**config.mk**
```make
export PLATFORM = sky130hd
export DESIGN_NAME = des_feistel_round_flat
export DESIGN_NICKNAME = d
export VERILOG_FILES = /design/src/rtl/des_feistel_round_if.sv /design/src/rtl/des_feistel_round.sv /design/src/flat_wrapper.sv
export SDC_FILE = /design/constraint.sdc
export NUM_CORES = 1
export LEC_CHECK = 0
export CAP_MARGIN = 20
export CORE_MARGIN = 3
export CORE_UTILIZATION = 40
export CTS_BUF_LIST = sky130_fd_sc_hd__clkbuf_4 sky130_fd_sc_hd__clkbuf_8
export CTS_CLUSTER_DIAMETER = 50
export CTS_CLUSTER_SIZE = 16
export DETAILED_ROUTE_END_ITERATION = 10
export MAX_ROUTING_LAYER = met4
export PLACE_DENSITY = 0.72
export SKIP_LAST_GASP = 1
export SLEW_MARGIN = 25
export SYNTH_ARGS = -nofsm -noshare
export SYNTH_HDL_FRONTEND = slang
export SYNTH_SLANG_ARGS = --single-unit
```
**constraint.sdc**
```tcl
create_clock -name clk -period 2.4 [get_ports clk]
set_clock_uncertainty 0.1 [all_clocks]
set_input_delay 0.36 -clock clk [delete_from_list [all_inputs] [get_ports clk]]
set_output_delay 0.36 -clock clk [all_outputs]
set_load 0.05 [all_outputs]
```
**src/rtl/des_feistel_round_if.sv**
```systemverilog
// Block-stream interface for one DES Feistel round: input handshake with L/R halves,
// round key and tag, and the output handshake with the new halves and tag.
interface des_feistel_round_if #(
  parameter int TAG_W = 4
);
  // Halves and key are MSB-first: index 31 (or 47) holds DES bit 1
  logic             in_valid;
  logic             in_ready;
  logic [31:0]      l_in;
  logic [31:0]      r_in;
  logic [47:0]      subkey;
  logic [TAG_W-1:0] tag_in;
  logic             out_valid;
  logic             out_ready;
  logic [31:0]      l_out;
  logic [31:0]      r_out;
  logic [TAG_W-1:0] tag_out;

  modport master (
    output in_valid, l_in, r_in, subkey, tag_in, out_ready,
    input  in_ready, out_valid, l_out, r_out, tag_out
  );

  modport slave (
    input  in_valid, l_in, r_in, subkey, tag_in, out_ready,
    output in_ready, out_valid, l_out, r_out, tag_out
  );
endinterface

```
**src/rtl/des_feistel_round.sv**
```systemverilog
// One DES round in three valid/ready stages: E(R)^K, S-box substitution, then P, XOR with L
// and the half swap (suppressed for the last round).
module des_feistel_round #(
  parameter int FINAL_ROUND = 0,
  parameter int TAG_W       = 4
) (
  input logic clk,
  input logic rst_n,
  des_feistel_round_if.slave bus
);

  localparam logic [5:0] E_TAB [48] = '{
    6'd32, 6'd1,  6'd2,  6'd3,  6'd4,  6'd5,  6'd4,  6'd5,  6'd6,  6'd7,  6'd8,  6'd9,
    6'd8,  6'd9,  6'd10, 6'd11, 6'd12, 6'd13, 6'd12, 6'd13, 6'd14, 6'd15, 6'd16, 6'd17,
    6'd16, 6'd17, 6'd18, 6'd19, 6'd20, 6'd21, 6'd20, 6'd21, 6'd22, 6'd23, 6'd24, 6'd25,
    6'd24, 6'd25, 6'd26, 6'd27, 6'd28, 6'd29, 6'd28, 6'd29, 6'd30, 6'd31, 6'd32, 6'd1
  };

  localparam logic [5:0] P_TAB [32] = '{
    6'd16, 6'd7,  6'd20, 6'd21, 6'd29, 6'd12, 6'd28, 6'd17,
    6'd1,  6'd15, 6'd23, 6'd26, 6'd5,  6'd18, 6'd31, 6'd10,
    6'd2,  6'd8,  6'd24, 6'd14, 6'd32, 6'd27, 6'd3,  6'd9,
    6'd19, 6'd13, 6'd30, 6'd6,  6'd22, 6'd11, 6'd4,  6'd25
  };

  // Each S-box is 64 nibbles, row-major (row = b1b6, col = b2..b5), entry 0 in the top nibble
  localparam logic [255:0] SBOX_TAB [8] = '{
    256'hE4D12FB83A6C59070F74E2D1A6CB953841E8D62BFC973A50FC8249175B3EA06D,
    256'hF18E6B34972DC05A3D47F28EC01A69B50E7BA4D158C6932FD8A13F42B67C05E9,
    256'hA09E63F51DC7B428D70934A6285ECBF1D6498F30B12C5AE71AD069874FE3B52C,
    256'h7DE3069A1285BC4FD8B56F03472C1AE9A690CB7DF13E52843F06A1D8945BC72E,
    256'h2C417AB6853FD0E9EB2C47D150FA3986421BAD78F9C5630EB8C71E2D6F09A453,
    256'hC1AF92680D34E75BAF427C9561DE0B389EF528C3704A1DB6432C95FABE17608D,
    256'h4B2EF08D3C975A61D0B7491AE35C2F8614BDC37EAF6805926BD814A7950FE23C,
    256'hD2846FB1A93E50C71FD8A374C56B0E927B419CE206ADF35821E74A8DFC90356B
  };

  function automatic logic [47:0] des_expand(input logic [31:0] r);
    logic [47:0] e;
    e = 48'h0;
    for (int i = 0; i < 48; i++) begin
      e[47-i] = r[32-int'(E_TAB[i])];
    end
    return e;
  endfunction

  function automatic logic [31:0] des_sbox(input logic [47:0] x);
    logic [31:0] s;
    logic [5:0]  g;
    logic [5:0]  idx;
    int          base;
    s = 32'h0;
    for (int b = 0; b < 8; b++) begin
      g    = x[47-6*b -: 6];
      idx  = {g[5], g[0], g[4:1]};
      base = 255 - 4*int'(idx);
      s[31-4*b -: 4] = SBOX_TAB[b][base -: 4];
    end
    return s;
  endfunction

  function automatic logic [31:0] des_permute(input logic [31:0] s);
    logic [31:0] f;
    f = 32'h0;
    for (int i = 0; i < 32; i++) begin
      f[31-i] = s[32-int'(P_TAB[i])];
    end
    return f;
  endfunction

  logic             v1_r, v2_r, v3_r;
  logic [47:0]      x1_r;
  logic [31:0]      l1_r, r1_r, s2_r, l2_r, r2_r, l3_r, r3_r;
  logic [TAG_W-1:0] t1_r, t2_r, t3_r;
  logic             adv1_s, adv2_s, adv3_s, acc_s, ready_s;
  logic [31:0]      f_s;

  // Handshake: a stage moves when its successor is empty or moving this cycle
  always_comb begin
    adv3_s  = v3_r && bus.out_ready;
    adv2_s  = v2_r && (!v3_r || adv3_s);
    adv1_s  = v1_r && (!v2_r || adv2_s);
    ready_s = rst_n && (!v1_r || adv1_s);
    acc_s   = bus.in_valid && ready_s;
    f_s     = des_permute(s2_r);
  end

  assign bus.in_ready  = ready_s;
  assign bus.out_valid = v3_r;
  assign bus.l_out     = l3_r;
  assign bus.r_out     = r3_r;
  assign bus.tag_out   = t3_r;

  // Stage 1: capture the block and the key-mixed expansion of R
  always_ff @(posedge clk) begin
    if (!rst_n) begin
      v1_r <= 1'b0;
      x1_r <= 48'h0;
      l1_r <= 32'h0;
      r1_r <= 32'h0;
      t1_r <= {TAG_W{1'b0}};
    end else if (acc_s) begin
      v1_r <= 1'b1;
      x1_r <= des_expand(bus.r_in) ^ bus.subkey;
      l1_r <= bus.l_in;
      r1_r <= bus.r_in;
      t1_r <= bus.tag_in;
    end else if (adv1_s) begin
      v1_r <= 1'b0;
    end else begin
      v1_r <= v1_r;
    end
  end

  // Stage 2: S-box substitution of the 48-bit word down to 32 bits
  always_ff @(posedge clk) begin
    if (!rst_n) begin
      v2_r <= 1'b0;
      s2_r <= 32'h0;
      l2_r <= 32'h0;
      r2_r <= 32'h0;
      t2_r <= {TAG_W{1'b0}};
    end else if (adv1_s) begin
      v2_r <= 1'b1;
      s2_r <= des_sbox(x1_r);
      l2_r <= l1_r;
      r2_r <= r1_r;
      t2_r <= t1_r;
    end else if (adv2_s) begin
      v2_r <= 1'b0;
    end else begin
      v2_r <= v2_r;
    end
  end

  // Stage 3: apply f to L; the last round keeps halves in place instead of swapping
  always_ff @(posedge clk) begin
    if (!rst_n) begin
      v3_r <= 1'b0;
      l3_r <= 32'h0;
      r3_r <= 32'h0;
      t3_r <= {TAG_W{1'b0}};
    end else if (adv2_s) begin
      v3_r <= 1'b1;
      t3_r <= t2_r;
      if (FINAL_ROUND != 0) begin
        l3_r <= l2_r ^ f_s;
        r3_r <= r2_r;
      end else begin
        l3_r <= r2_r;
        r3_r <= l2_r ^ f_s;
      end
    end else if (adv3_s) begin
      v3_r <= 1'b0;
    end else begin
      v3_r <= v3_r;
    end
  end

endmodule
```
**src/flat_wrapper.sv**
```systemverilog
// flat-port wrapper written by rule: the top's interface ports become plain ports
module des_feistel_round_flat 
#(
  parameter int FINAL_ROUND = 0,
  parameter int TAG_W       = 4
)
  (clk, rst_n, bus_in_valid, bus_l_in, bus_r_in, bus_subkey, bus_tag_in, bus_out_ready, bus_in_ready, bus_out_valid, bus_l_out, bus_r_out, bus_tag_out);
  des_feistel_round_if #(.TAG_W(TAG_W)) bus_i ();
  input logic clk;
  input logic rst_n;
  input wire logic [$bits(bus_i.in_valid)-1:0] bus_in_valid;
  input wire logic [$bits(bus_i.l_in)-1:0] bus_l_in;
  input wire logic [$bits(bus_i.r_in)-1:0] bus_r_in;
  input wire logic [$bits(bus_i.subkey)-1:0] bus_subkey;
  input wire logic [$bits(bus_i.tag_in)-1:0] bus_tag_in;
  input wire logic [$bits(bus_i.out_ready)-1:0] bus_out_ready;
  output wire logic [$bits(bus_i.in_ready)-1:0] bus_in_ready;
  output wire logic [$bits(bus_i.out_valid)-1:0] bus_out_valid;
  output wire logic [$bits(bus_i.l_out)-1:0] bus_l_out;
  output wire logic [$bits(bus_i.r_out)-1:0] bus_r_out;
  output wire logic [$bits(bus_i.tag_out)-1:0] bus_tag_out;
  assign bus_i.in_valid = bus_in_valid;
  assign bus_i.l_in = bus_l_in;
  assign bus_i.r_in = bus_r_in;
  assign bus_i.subkey = bus_subkey;
  assign bus_i.tag_in = bus_tag_in;
  assign bus_i.out_ready = bus_out_ready;
  assign bus_in_ready = bus_i.in_ready;
  assign bus_out_valid = bus_i.out_valid;
  assign bus_l_out = bus_i.l_out;
  assign bus_r_out = bus_i.r_out;
  assign bus_tag_out = bus_i.tag_out;
  des_feistel_round #(.FINAL_ROUND(FINAL_ROUND), .TAG_W(TAG_W)) u_core (.clk(clk), .rst_n(rst_n), .bus(bus_i));
endmodule
```
# Yosys cells after proc, flatten, opt, wreduce, memory -nomap -nowiden
# Index checks and enable logic that the tools add are counted.
# totals
ff_bits	287
input_bits	120
out_inout_bits	70
elab_cells	52
# classes
n_addsub	8
n_shift	8
mux	6
bitwise_logic	2
n_reduce_logical	14
# ops
op	n
$shiftx A259 B32 Y4 const A	8
$sub A8 B8 Y9 const A	8
$xor A48 B48 Y48	1
$xor A32 B32 Y32	1
$mux W1	6
$reduce_bool A2 Y1	3
$logic_and A1 B1 Y1	5
$logic_not A1 Y1	3
$logic_or A1 B1 Y1	3

# Depth between registers and ports, before layout
# depth
depth_word	9
mapped_depth	9
depth_no_buf	7

# Worst setup path after synthesis
# No wires, ideal clock.
# synth_timing
path_kind	register to register
from	register u_core.x1_r[43]
to	register u_core.s2_r[30]
setup_time_ns	0.096
t_arrival_ns	2.166
slack_ns	0.038
path_stages_with_launch	10
n_path_buf	2
synth_period_minus_slack_ns	2.362
cell_sequence	dfxtp_1 clkbuf_1 inv_1 ha_1 clkbuf_2 nand2b_1 and3_1 a211o_1 nor3b_1 o41ai_2
# synth_via
elab_chain_cells	2
# synth_lines
element	line	rtl
from (decl)	des_feistel_round.sv:72	logic [47:0] x1_r;
from (signal assigned)	des_feistel_round.sv:104	x1_r <= des_expand(bus.r_in) ^ bus.subkey;
$sub A8 B8 Y9	des_feistel_round.sv:56	base = 255 - 4*int'(idx);
$shiftx A259 B32 Y4	des_feistel_round.sv:57	s[31-4*b -: 4] = SBOX_TAB[b][base -: 4];
to (signal assigned)	des_feistel_round.sv:125	s2_r <= des_sbox(x1_r);
to (decl)	des_feistel_round.sv:73	logic [31:0] l1_r, r1_r, s2_r, l2_r, r2_r, l3_r, r3_r;
# Every way passes these cells.
# A chain may end at the register's enable or synchronous reset.

# Worst setup path after layout
# layout_timing
from	register u_core.v3_r, in the netlist u_core.bus.out_valid
to	output port bus_in_ready
# layout_via
elab_chain_cells	7
word_cells_on_any_way	8
classes_between	reduce/logical (8)
# layout_lines
element	line	rtl
from (decl)	des_feistel_round.sv:71	logic v1_r, v2_r, v3_r;
from (signal assigned)	des_feistel_round.sv:156	v3_r <= v3_r;
$logic_not A1 Y1 / $logic_and A1 B1 Y1 (equally long branches)	des_feistel_round.sv:81, des_feistel_round.sv:80	
$logic_or A1 B1 Y1 (*)	des_feistel_round.sv:81	adv2_s = v2_r && (!v3_r || adv3_s);
$logic_and A1 B1 Y1 (*)	des_feistel_round.sv:81	
$logic_or A1 B1 Y1 (*)	des_feistel_round.sv:82	adv1_s = v1_r && (!v2_r || adv2_s);
$logic_and A1 B1 Y1 (*)	des_feistel_round.sv:82	
$logic_or A1 B1 Y1 (*)	des_feistel_round.sv:83	ready_s = rst_n && (!v1_r || adv1_s);
$logic_and A1 B1 Y1 (*)	des_feistel_round.sv:83	
to (decl)	flat_wrapper.sv:17	output wire logic [$bits(bus_i.in_ready)-1:0] bus_in_ready;
# Mark *: on every way between the ends. The rest lies on a longest branch, timed or not.

==> out/summary.md <==
The final design instance area without fill was 18710 sq um. The final hold violation count was 0. The setup fix buffers added after clock tree synthesis is 0. The number of global-route vias before repair was 13.05k; the detailed placement HPWL was 30140 microns. The detailed router finished its first iteration with 872 violations. The layout filler cell count is 3587, and the share of async-settable or async-resettable flops after synthesis is 0%.

The maximum fanout encountered on the critical timing path was 4. The predominant post-synthesis flop cell is sky130_fd_sc_hd__dfxtp_1. The worst setup path is of the flip-flop to primary output kind.

The static power due to leakage came out at 7.228 nW. The flow ran to the end, and the final reports show no timing, DRC or antenna violations. Power spread over the standard cell area amounts to 643.7 nW/um^2.

After detailed routing, the number of remaining DRC violations is 0. In the final layout, the multi-input gates occupy 8751 sq um. The effective utilization at floorplan was 40.70%; the data arrival time of the critical path was 1.84 ns. At the end of the flow the core is filled with cells to 49.56%. After floorplanning, the core was divided into 71 placement rows. STA classifies the critical path endpoint as a primary output. Count of pins over their slew limit: 0. The tools report the root buffer cell as sky130_fd_sc_hd__clkbuf_8. Across the VDD grid, the largest voltage drop is 0.3658 mV. The number of hold buffers added after cts came out at 0.

Of the available clock period, the critical path in the final layout requires 95.87%. The floorplan step set the die width to 202.0 microns. The tools report the overflow left after global routing as 0. The master of the slowest instance on the critical path is sky130_fd_sc_hd__dfxtp_1. Counting every instance in the synthesized netlist gives 1901. The tools report the number of max-cap violations as 0.

Once detail routing completed, the nets flagged for antenna violations numbered 0. The logs give 69910 microns for the global-route wire length before repair and 37.39% for the sequential element share of the synthesized area. TritonCTS built the clock tree. Worst-margin pin slew: 0.8671 ns. The library cell used most frequently in the layout, excluding fill and tap cells, is sky130_fd_sc_hd__nand2_1. Yosys mapped a number of flops with a built-in enable equal to 0. The tools report the normalized max-slew margin as 42.11%.

Clock tree synthesis inserted a total of 37 buffers. The run gives 74 as the unique cell type count in the Yosys netlist. Data on the critical path is required at its endpoint by 1.94 ns. Of the cells placed in the final design, the portion with a size suffix greater than 1 is 8.098%. Dividing the detail-routed via count by the number of cells gives 5.347. Timing analysis after detailed placement gives a worst setup slack of 0.1081 ns. Setup repair after global routing left no endpoint under its margin. The area of the core is 37760 sq um, and the area overhead of the layout relative to synthesis is 21.76%.

The floorplan step set the die height to 202.0 microns. Summing every instance area after synthesis gives 15370 sq um. For this design, the sink count on the clock tree is 287. In the final routed layout, each cell accounts on average for 16.85 microns. The worst min-delay path category is primary input to flip-flop. The critical path's largest stage delay works out to 0.40 ns. Walking the worst path, the cells encountered are and2b_1 -> nand3_1 -> and2_1 -> buf_12. The area of the die is 40810 sq um, and the buffer depth of the longest clock path is 3. For the routability-driven placement congestion ratio, the log shows 0.8597. Leaving out fill and tap cells, the most frequent cells in the layout are 438 x sky130_fd_sc_hd__nand2_1, 287 x sky130_fd_sc_hd__dfxtp_1, 187 x sky130_fd_sc_hd__clkdlybuf4s50_1.

The tools report the initial antenna violation count as 0. The net count of the finished layout is 2206. Setup violations remaining at the end of the flow were counted as 0. STA classifies the critical path startpoint as a flip-flop.

The worst path needs 2.301 ns of the cycle, external delays included. The clock-pin slew reported for the worst setup and hold paths after clock tree synthesis was 0.09 ns; the I/O pin count was 190. Static timing analysis puts the maximum clock frequency at 434.6 MHz. For this run, the detailed router's first-pass iteration total came to 5. Summed over all layers, the routed wires come to 43160 microns. Synthesis produced a netlist with a net count of 2084. Once the clock tree was built, the resizer swapped 0 gates to a different size. After routing, the total negative slack on setup checks comes to 0 ns. The maximum number of pins on one net before global-route repair came out at 120. The register-to-register path setup slack is 0.18 ns, and the total global routing track utilization is 21.13%. The port buffer count is 189. The logs give 0 for the number of warnings issued by yosys and 0 for the antenna diode count. The routed layout has 13.69k vias. Across the whole layout, storage elements account for 5746 sq um. The placed instances occupy a cell area of 17870 sq um.

The logs give 0.55 ns for the clock latency on the worst-skew pair and 2 for the H-tree level count. After layout, the worst setup slack is 0.09917 ns. Synthesized area per cell: 8.084 sq um. After synthesis the netlist holds a flip-flop and latch count of 287.
-- flip-flops by register name (all words and copies together) (netlist names) --
name,flops
u_core.bus.tag_out,4
u_core.v1_r,1
u_core.l2_r,32
u_core.v2_r,1
u_core.bus.r_out,32
u_core.bus.out_valid,1
u_core.r1_r,32
u_core.l1_r,32
u_core.x1_r,48
u_core.t2_r,4
u_core.s2_r,32
u_core.t1_r,4
u_core.r2_r,32
u_core.bus.l_out,32
-- routing by layer --
metal	part of all wire [%]	GRT usage (%)
met1	49	30.22
met2	44	32.20
met3	5.6	2.593
met4	1.9	4.535
met5	0	-
-- synth_stat cells (14+ instances only) --
cell,number,area share (%)
sky130_fd_sc_hd__nand2_1,439,11
sky130_fd_sc_hd__dfxtp_1,287,37
sky130_fd_sc_hd__nand3_1,129,4.2
sky130_fd_sc_hd__o21ai_0,116,3.8
sky130_fd_sc_hd__a21boi_0,109,5.3
sky130_fd_sc_hd__xnor2_1,96,5.5
sky130_fd_sc_hd__clkbuf_1,92,2.2
sky130_fd_sc_hd__ha_1,63,5.1
sky130_fd_sc_hd__buf_2,59,1.9
sky130_fd_sc_hd__a21oi_1,57,1.9
sky130_fd_sc_hd__nor2_1,52,1.3
sky130_fd_sc_hd__inv_1,44,1.1
sky130_fd_sc_hd__o211a_1,33,2.1
sky130_fd_sc_hd__nor2b_1,22,0.90
sky130_fd_sc_hd__a211oi_1,21,1.0
sky130_fd_sc_hd__a31oi_1,20,0.81
sky130_fd_sc_hd__o211ai_1,20,0.98
sky130_fd_sc_hd__nor3_1,19,0.62
sky130_fd_sc_hd__mux2i_1,18,1.2
sky130_fd_sc_hd__nand2b_1,16,0.65
sky130_fd_sc_hd__mux4_2,14,2.1
-- path summary, 6_finish.rpt --
check,cells after the start,endpoint,start
hold / removal,2,u_core.bus.r_out[22]$_SDFFE_PN0P_,rst_n
setup reg to reg,7,u_core.s2_r[15]$_SDFFE_PN0P_,u_core.x1_r[19]$_SDFFE_PN0P_
setup / recovery,4,bus_in_ready,u_core.bus.out_valid$_SDFFE_PN0P_
hold reg to reg,2,u_core.l1_r[14]$_SDFFE_PN0P_,u_core.l1_r[14]$_SDFFE_PN0P_
-- critical path, delay by kind of cell (launching register included) --
kind | cells | cell delay (ns)
flip-flops | 1 | 0.40
AND/OR/NAND/NOR | 3 | 0.73
buffers and inverters | 1 | 0.17
-- report_power, final --
part	leakage (nW)	internal [W]	total [W]	switching (W)
clock network	0.423	0.00200	0.00412	0.00212
logic	4.45	0.00119	0.00256	0.00138
registers	2.35	0.00503	0.00536	0.000330
total	7.23	0.00822	0.0120	0.00382
-- final cells by class --
type | count | share of cell area [%]
clock inverters | 24 | 1.558
repair buffers | 252 | 13.71
clock buffers | 42 | 2.956
multi-input cells | 1401 | 46.77
inverters | 44 | 0.8826
well taps | 511 | 3.417
flip-flops and latches | 287 | 30.71
-- logic make-up after synthesis --
kind of cell	share of synthesized area (%)
adders and majority gates	5.195
buffers and inverters	5.927
and+or+nand+nor	20.39
DFF	37.39
AOI/OAI and AO/OA	21.39
xor gates and xnor gates	5.927
muxes	3.786
-- metrics by stage --
step	std cells	power (W)	hold WS [ns]
after global routing	2561	0.01265	0.1349
after global placement	2495	0.007977	0.3415
final	2561	0.01204	0.1519
after detailed placement	2495	0.008021	0.3447
after CTS	2561	0.01215	0.1203
after floorplan	1901	0.007138	0.3343
No activity file was read; power rests on OpenSTA's default activity.
